===== config.mk =====
export PLATFORM = sky130hd
export DESIGN_NAME = uart_cmd_decoder
export DESIGN_NICKNAME = d
export VERILOG_FILES = /design/src/rtl/uart_cmd_decoder.sv
export SDC_FILE = /design/constraint.sdc
export NUM_CORES = 1
export LEC_CHECK = 0
export CAP_MARGIN = 20
export CELL_PAD_IN_SITES_DETAIL_PLACEMENT = 1
export CELL_PAD_IN_SITES_GLOBAL_PLACEMENT = 1
export CORE_MARGIN = 2
export CORE_UTILIZATION = 41
export DETAILED_ROUTE_END_ITERATION = 16
export PLACE_DENSITY = 0.73
export SETUP_SLACK_MARGIN = 0.5
export SYNTH_ARGS = -nofsm -noshare
export SYNTH_HDL_FRONTEND = slang
export SYNTH_SLANG_ARGS = --single-unit

===== constraint.sdc =====
create_clock -name clk -period 2.3 [get_ports clk]
set_input_delay 0.46 -clock clk [delete_from_list [all_inputs] [get_ports clk]]
set_output_delay 0.46 -clock clk [all_outputs]
set_load 0.03 [all_outputs]

===== src/rtl/uart_cmd_decoder.sv =====
// Framed command decoder behind uart_rx: parses A5/cmd/~cmd packets into
// paddle-2 move levels and a serve pulse, with byte timeout and move hold timer.
//
// state      | meaning
// -----------+----------------------------------------------
// ST_IDLE    | hunting for the header byte
// ST_GOT_HDR | header seen, next byte is the command
// ST_GOT_CMD | command latched, next byte is its checksum
module uart_cmd_decoder #(
    parameter logic [7:0] HDR_BYTE     = 8'hA5,
    parameter int         BYTE_TIMEOUT = 20000,
    parameter int         HOLD_CYCLES  = 1000000
) (
    input  logic       clk,
    input  logic       reset_n,
    input  logic       rx_dv,
    input  logic [7:0] rx_byte,
    output logic       move_up,
    output logic       move_down,
    output logic       serve,
    output logic       cmd_valid,
    output logic [7:0] last_cmd,
    output logic [7:0] err_count
);

    localparam int GW = $clog2(BYTE_TIMEOUT) + 1;
    localparam int HW = $clog2(HOLD_CYCLES) + 1;

    localparam logic [GW-1:0] GAP_LAST  = GW'(BYTE_TIMEOUT - 1);
    localparam logic [HW-1:0] HOLD_LOAD = HW'(HOLD_CYCLES);

    localparam logic [1:0] ST_IDLE    = 2'd0;
    localparam logic [1:0] ST_GOT_HDR = 2'd1;
    localparam logic [1:0] ST_GOT_CMD = 2'd2;

    localparam logic [7:0] CMD_STOP  = 8'h00;
    localparam logic [7:0] CMD_UP    = 8'h01;
    localparam logic [7:0] CMD_DOWN  = 8'h02;
    localparam logic [7:0] CMD_SERVE = 8'h03;

    logic [1:0]    r_state;
    logic [7:0]    r_cmd;
    logic [GW-1:0] r_gap;
    logic [HW-1:0] r_hold;
    logic          r_move_up;
    logic          r_move_down;
    logic          r_serve;
    logic          r_cmd_valid;
    logic [7:0]    r_last_cmd;
    logic [7:0]    r_err_count;

    logic w_in_pkt;
    logic w_timeout;
    logic w_chk_byte;
    logic w_chk_ok;
    logic w_known;
    logic w_accept;
    logic w_pkt_err;
    logic w_err_inc;
    logic w_cmd_stop;
    logic w_cmd_up;
    logic w_cmd_down;
    logic w_cmd_serve;

    assign w_in_pkt   = (r_state != ST_IDLE);
    // A byte arriving on the expiry cycle takes priority over the timeout.
    assign w_timeout  = w_in_pkt && !rx_dv && (r_gap == GAP_LAST);
    assign w_chk_byte = rx_dv && (r_state == ST_GOT_CMD);
    assign w_chk_ok   = (rx_byte == ~r_cmd);
    assign w_known    = (r_cmd <= CMD_SERVE);
    assign w_accept   = w_chk_byte && w_chk_ok && w_known;
    assign w_pkt_err  = w_chk_byte && !(w_chk_ok && w_known);
    assign w_err_inc  = w_pkt_err || w_timeout;

    assign w_cmd_stop  = w_accept && (r_cmd == CMD_STOP);
    assign w_cmd_up    = w_accept && (r_cmd == CMD_UP);
    assign w_cmd_down  = w_accept && (r_cmd == CMD_DOWN);
    assign w_cmd_serve = w_accept && (r_cmd == CMD_SERVE);

    always_ff @(posedge clk or negedge reset_n) begin
        if (!reset_n) begin
            r_state <= ST_IDLE;
            r_cmd   <= 8'h00;
        end else begin
            case (r_state)
                ST_IDLE: begin
                    if (rx_dv && (rx_byte == HDR_BYTE)) begin
                        r_state <= ST_GOT_HDR;
                    end
                end
                ST_GOT_HDR: begin
                    if (rx_dv) begin
                        r_cmd   <= rx_byte;
                        r_state <= ST_GOT_CMD;
                    end else if (w_timeout) begin
                        r_state <= ST_IDLE;
                    end
                end
                ST_GOT_CMD: begin
                    if (rx_dv || w_timeout) begin
                        r_state <= ST_IDLE;
                    end
                end
                default: r_state <= ST_IDLE;
            endcase
        end
    end

    always_ff @(posedge clk or negedge reset_n) begin
        if (!reset_n) begin
            r_gap <= '0;
        end else if (!w_in_pkt || rx_dv || w_timeout) begin
            r_gap <= '0;
        end else begin
            r_gap <= r_gap + 1'b1;
        end
    end

    // Accepted moves reload the hold timer; a lapsed timer drops both levels.
    always_ff @(posedge clk or negedge reset_n) begin
        if (!reset_n) begin
            r_hold      <= '0;
            r_move_up   <= 1'b0;
            r_move_down <= 1'b0;
        end else if (w_cmd_up) begin
            r_hold      <= HOLD_LOAD;
            r_move_up   <= 1'b1;
            r_move_down <= 1'b0;
        end else if (w_cmd_down) begin
            r_hold      <= HOLD_LOAD;
            r_move_up   <= 1'b0;
            r_move_down <= 1'b1;
        end else if (w_cmd_stop) begin
            r_hold      <= '0;
            r_move_up   <= 1'b0;
            r_move_down <= 1'b0;
        end else if (r_hold != '0) begin
            r_hold <= r_hold - 1'b1;
            if (r_hold == HW'(1)) begin
                r_move_up   <= 1'b0;
                r_move_down <= 1'b0;
            end
        end
    end

    always_ff @(posedge clk or negedge reset_n) begin
        if (!reset_n) begin
            r_serve     <= 1'b0;
            r_cmd_valid <= 1'b0;
            r_last_cmd  <= 8'h00;
        end else begin
            r_serve     <= w_cmd_serve;
            r_cmd_valid <= w_accept;
            if (w_accept) begin
                r_last_cmd <= r_cmd;
            end
        end
    end

    always_ff @(posedge clk or negedge reset_n) begin
        if (!reset_n) begin
            r_err_count <= 8'h00;
        end else if (w_err_inc && (r_err_count != 8'hFF)) begin
            r_err_count <= r_err_count + 8'h01;
        end
    end

    assign move_up   = r_move_up;
    assign move_down = r_move_down;
    assign serve     = r_serve;
    assign cmd_valid = r_cmd_valid;
    assign last_cmd  = r_last_cmd;
    assign err_count = r_err_count;

endmodule


---- Word level (Yosys, flattened, before mapping) ----
Cells that the tools add are included.
word-level totals
  input bits .............................. 11
  output and inout bits ................... 20
  bits in registers ....................... 67
operators by class
  equal/unequal tests ..................... 13
  reductions and logical operators ........ 29
  bitwise gates (word level) .............. 1
  add/subtract/negate cells ............... 3
  multiplexer cells ....................... 17
  order comparisons ....................... 1
operators by type and width
  kind                     number
  $mux W21                 4
  $eq A21 B1 Y1 const B    1
  $reduce_bool A21 Y1      1
  $sub A21 B1 Y21 const B  1
  $add A16 B1 Y16 const B  1
  $eq A16 B15 Y1 const B   1
  $eq A8 B2 Y1 const B     2
  $mux W16                 1
  $logic_and A1 B1 Y1      13
  $add A8 B1 Y8 const B    1
  $eq A8 B1 Y1 const B     1
  $eq A8 B8 Y1             1
  $eq A8 B8 Y1 const B     1
  $le A8 B2 Y1 const B     1
  $logic_not A8 Y1         1
  $mux W2                  4
  $ne A8 B8 Y1 const B     1
  $not A8 Y8               1
  $reduce_bool A4 Y1       2
  $mux W1                  7
  $pmux W2 S3              1
  $logic_or A1 B1 Y1       4
  $reduce_and A2 Y1        2
  $logic_not A1 Y1         3
  other kinds (8)          8

---- Depth between registers and ports, before layout ----
  depth after elaboration ................. 8
  mapped depth ............................ 7
  depth with buffers taken out ............ 7

---- Worst setup path before layout ----
Ideal clock, no wire load.
  kind .................................... flip-flop to flip-flop
  from .................................... register r_hold[9]
  to ...................................... register r_hold[0]
  path buffers ............................ 1
  clock period less this slack ............ 2235 ps
  stages on the path, launching flop included .. 7
  slack ................................... 65 ps
  library setup time ...................... 124 ps
  arrival ................................. 2111 ps
  cells stage by stage .................... dfrtp_1 -> or4_4 -> or4b_4 -> or3_1 -> buf_6 -> xnor2_1 -> nor2_1
on the way
  cells in the longest elaborated chain, start to end .. 2
ends and longest elaborated chain
  item                                 RTL line  source
  start: declaration                   44        logic [HW-1:0] r_hold;
  start signal: assignment             138       r_hold <= r_hold - 1'b1;
  $reduce_bool A21 Y1                  137       end else if (r_hold != '0) begin
  $reduce_bool A4 Y1 (no source line)  --
Every way passes these cells.
A chain may end at the register's enable or synchronous reset.

---- Final worst setup path ----
  from .................................... register r_hold[11]
  to ...................................... register r_move_up, in the netlist move_up
on the way
  cells in the longest elaborated chain, start to end .. 3
  elaborated cells between the ends (all ways) .. 5
  those cells by class .................... 1 x eq/ne; 4 x reduce/logical
ends and longest elaborated chain
  item                                                  RTL line  source
  $eq A21 B1 Y1 or $reduce_bool A21 Y1 (tied branches)  139, 137
  $reduce_bool A4 Y1 (no source line)                   --
  $reduce_and A2 Y1 (no source line) *                  --
  end signal: assignment                                131       r_move_up <= 1'b0;
  end signal: assignment                                135       r_move_up <= 1'b0;
  end signal: assignment                                140       r_move_up <= 1'b0;
  end: declaration                                      45        logic r_move_up;
Every way passes the cells marked *; elsewhere a longest branch is shown, timed or not.

==> impl_metrics.toml <==
[run_status]
status = "finished, violations left"
violations = "negative setup slack"

[synthesis]
yosys_most_used_dff = "dfrtp_1"
syn_nets = 332
synth_cell_type_count = 45
syn_area_um2 = 3310
async_flop_share_pct = 100
postSynthCellCount = 316
ys_warn_count = 0
synth-seq-cells = 67
syn_area_per_cell_um2 = 10.5
seq_area_frac_synth_pct = 50.7
synth_edf_count = 0

[cells_and_area]
final_nets = 408
final_area_um2 = 4500
post-route-util_pct = 57.9
drive_above_1_share_pct = 29.3
area_growth_pct = 36.0
stdcell_count = 498
n_antenna_cell = 0
layout_commonest_cell = "dfrtp_1"
mostFrequentLayoutCells = "dfrtp_1 (64), buf_4 (37), nor2_1 (36)"

[timing]
fin_hold_ws_ns = 0.114
setup_viol = 4
setup_tns_ns = -0.0590
hold_viol = 0
finalWorstSetupSlack_ns = -0.0288
fmax_ghz = 0.429
tightestPinTransition_ns = 0.417
final.period_utilization_pct = 101
layout_min_cycle_time_ns = 2.33
rsz0062_at_grt = "yes"
slew_headroom_pct = 72.1
clock-skew-final_ns = 0.00680
slew_viol_final = 0

[setup_path]
start_kind = "flip-flop"
endpoint = "move_up"
timing.rr.start = "r_hold[11]"
crit_chain = "or4_4 -> or4b_4 -> buf_6 -> or3_4 -> a22oi_2 -> a21oi_1"
cp_slowest_cell = "or4b_4"
cp_top_family = "simple AND/OR/NAND/NOR gates"
worstReg2RegEnd = "move_up"
reg2regPathDepth = 6
crit_required_ns = 2.52
critPathLaunch = "r_hold[11]"
worstSetupPathType = "flip-flop to flip-flop"
crit_arrival_ns = 2.55
worstPathMaxFanout = 6
crit_cells = 6
endpoint_kind = "flip-flop"
critPathMaxStageDelay_ns = 0.57
ff2ff_setup_slack_ns = -0.03
crit_buf_inv = 1

[clock_network]
clockBufferDepth = 2
cts_tree = "built"
cts_num_sinks = 67
clk_latency_ns = 0.34
cts_buffers = 9
path_clk_slew_ns = 0.07
hold_buffers = 0
cts-root-buf = "clkbuf_8"
h-tree-depth = 3

[flow_run]
max_cap_violations = 0

[placed_design]
place_area_um2 = 3970
placed_cells = 469
gp_congestion = 0.800
pre_cts_ws_ns = -0.0712
dp_hpwl_mm = 5.40
portBuffers = 30

[global_route]
grt_usage_pct = 20.3
overflow = 0
grt_max_degree = 68
grt_pass1_vias = 2828
grt_antenna_before_repair = 0
grt_pass1_wl_mm = 13.8

[routing]
wl_per_cell_um = 17.3
viasPerCell = 5.39
route.detailed.drc = 0
drt_iter0_drc = 117
dr_total_vias = 2683
routed_wl_mm = 8.62
antenna_left = 0
dr.pass1.iters = 4

[pwr]
ir_drop_uv = 589
power_density_nw_per_um2 = 742
p_total_mw = 3.34
power_leakage_nw = 1.96

[floorplan]
coreArea_um2 = 7770
dieArea_um2 = 8800
ioPinCount = 31
die_w_um = 93.8
std_cell_rows = 32
initial_core_util_pct = 42.6
die_h_um = 93.8

[min_path]
hold_class = "input pin to asynchronous set/reset pin"
## worst register-to-register path, cell delays in order (launching register included)
cell and delay [ns]:
dfrtp_1 0.38, or4_4 0.54, or4b_4 0.57, buf_6 0.16, or3_4 0.35, a22oi_2 0.16, a21oi_1 0.05
## state kept, by name, summed over array words and instances (netlist names)
name       cells
cmd_valid      1
err_count      8
last_cmd       8
move_down      1
move_up        1
r_cmd          8
r_gap         16
r_hold        21
r_state        2
serve          1
## layer usage
metal | wire (µm) | global-route usage (%) | vias up
li1 | - | - | 1271
met4 | 101 | 6.16 | 0
met5 | 0 | 0 | -
met1 | 3660 | 25.0 | 1379
met2 | 4650 | 35.5 | 25
met3 | 205 | 4.41 | 8
## cell usage after synthesis, drive strengths merged (8+ instances only)
cell type / number / area share (%)
dfrtp: 67 / 51
inv: 8 / 0.91
xnor2: 14 / 3.7
mux2: 11 / 3.7
nand2: 13 / 1.5
and3: 9 / 1.7
xor2: 25 / 6.6
o211ai: 9 / 2.0
nor2: 37 / 4.2
o21ai: 10 / 1.5
a21oi: 14 / 2.1
or3: 9 / 1.7
nor3: 10 / 1.5
## repair_timing
action | 4_1_cts | 5_1_grt
resized for setup | 55 | 32
pin swaps | 22 | 24
buffers inserted | 9 | 5
endpoints found under the setup margin | 60 | 34
## area by class of cell
| cell class | instances | area [µm²] |
|---|---|---|
| fill | 835 | 3270 |
| inverter | 8 | 30.0 |
| clock inverter | 2 | 35.0 |
| tap | 102 | 128 |
| timing repair buffer | 76 | 656 |
| multi-input combinational | 230 | 1810 |
| clock buffer | 13 | 159 |
| sequential | 67 | 1680 |
## power breakdown
group / switching, mW / internal, mW
sequential: 0.157 / 1.35
clock: 0.422 / 0.554
combinational: 0.449 / 0.407
total: 1.03 / 2.31
## logic make-up (layout without fill, tap and decap cells)
logic type,after synthesis,count (layout),synth area share (%)
xor gates and xnor gates,39,39,10.3
DFF,67,67,50.7
and+or+nand+nor,124,124,20.4
adders and majority gates,5,5,1.89
AOI/OAI and AO/OA,50,50,10.1
buffers and inverters,19,99,2.50
muxes,12,12,4.05
## worst min-delay path by stage
stage                     cells after the start     start         to  slack (ns)
after CTS                                     2   reset_n  r_hold[4]        0.14
final                                         2   reset_n  r_hold[4]        0.11
after global placement                        1  r_gap[0]   r_gap[0]        0.47
after detailed placement                      1  r_gap[0]   r_gap[0]        0.48
after floorplan                               0   reset_n  cmd_valid        0.16
after global routing                          2   reset_n  r_hold[4]        0.14
Power figures use the tool's default switching activity.
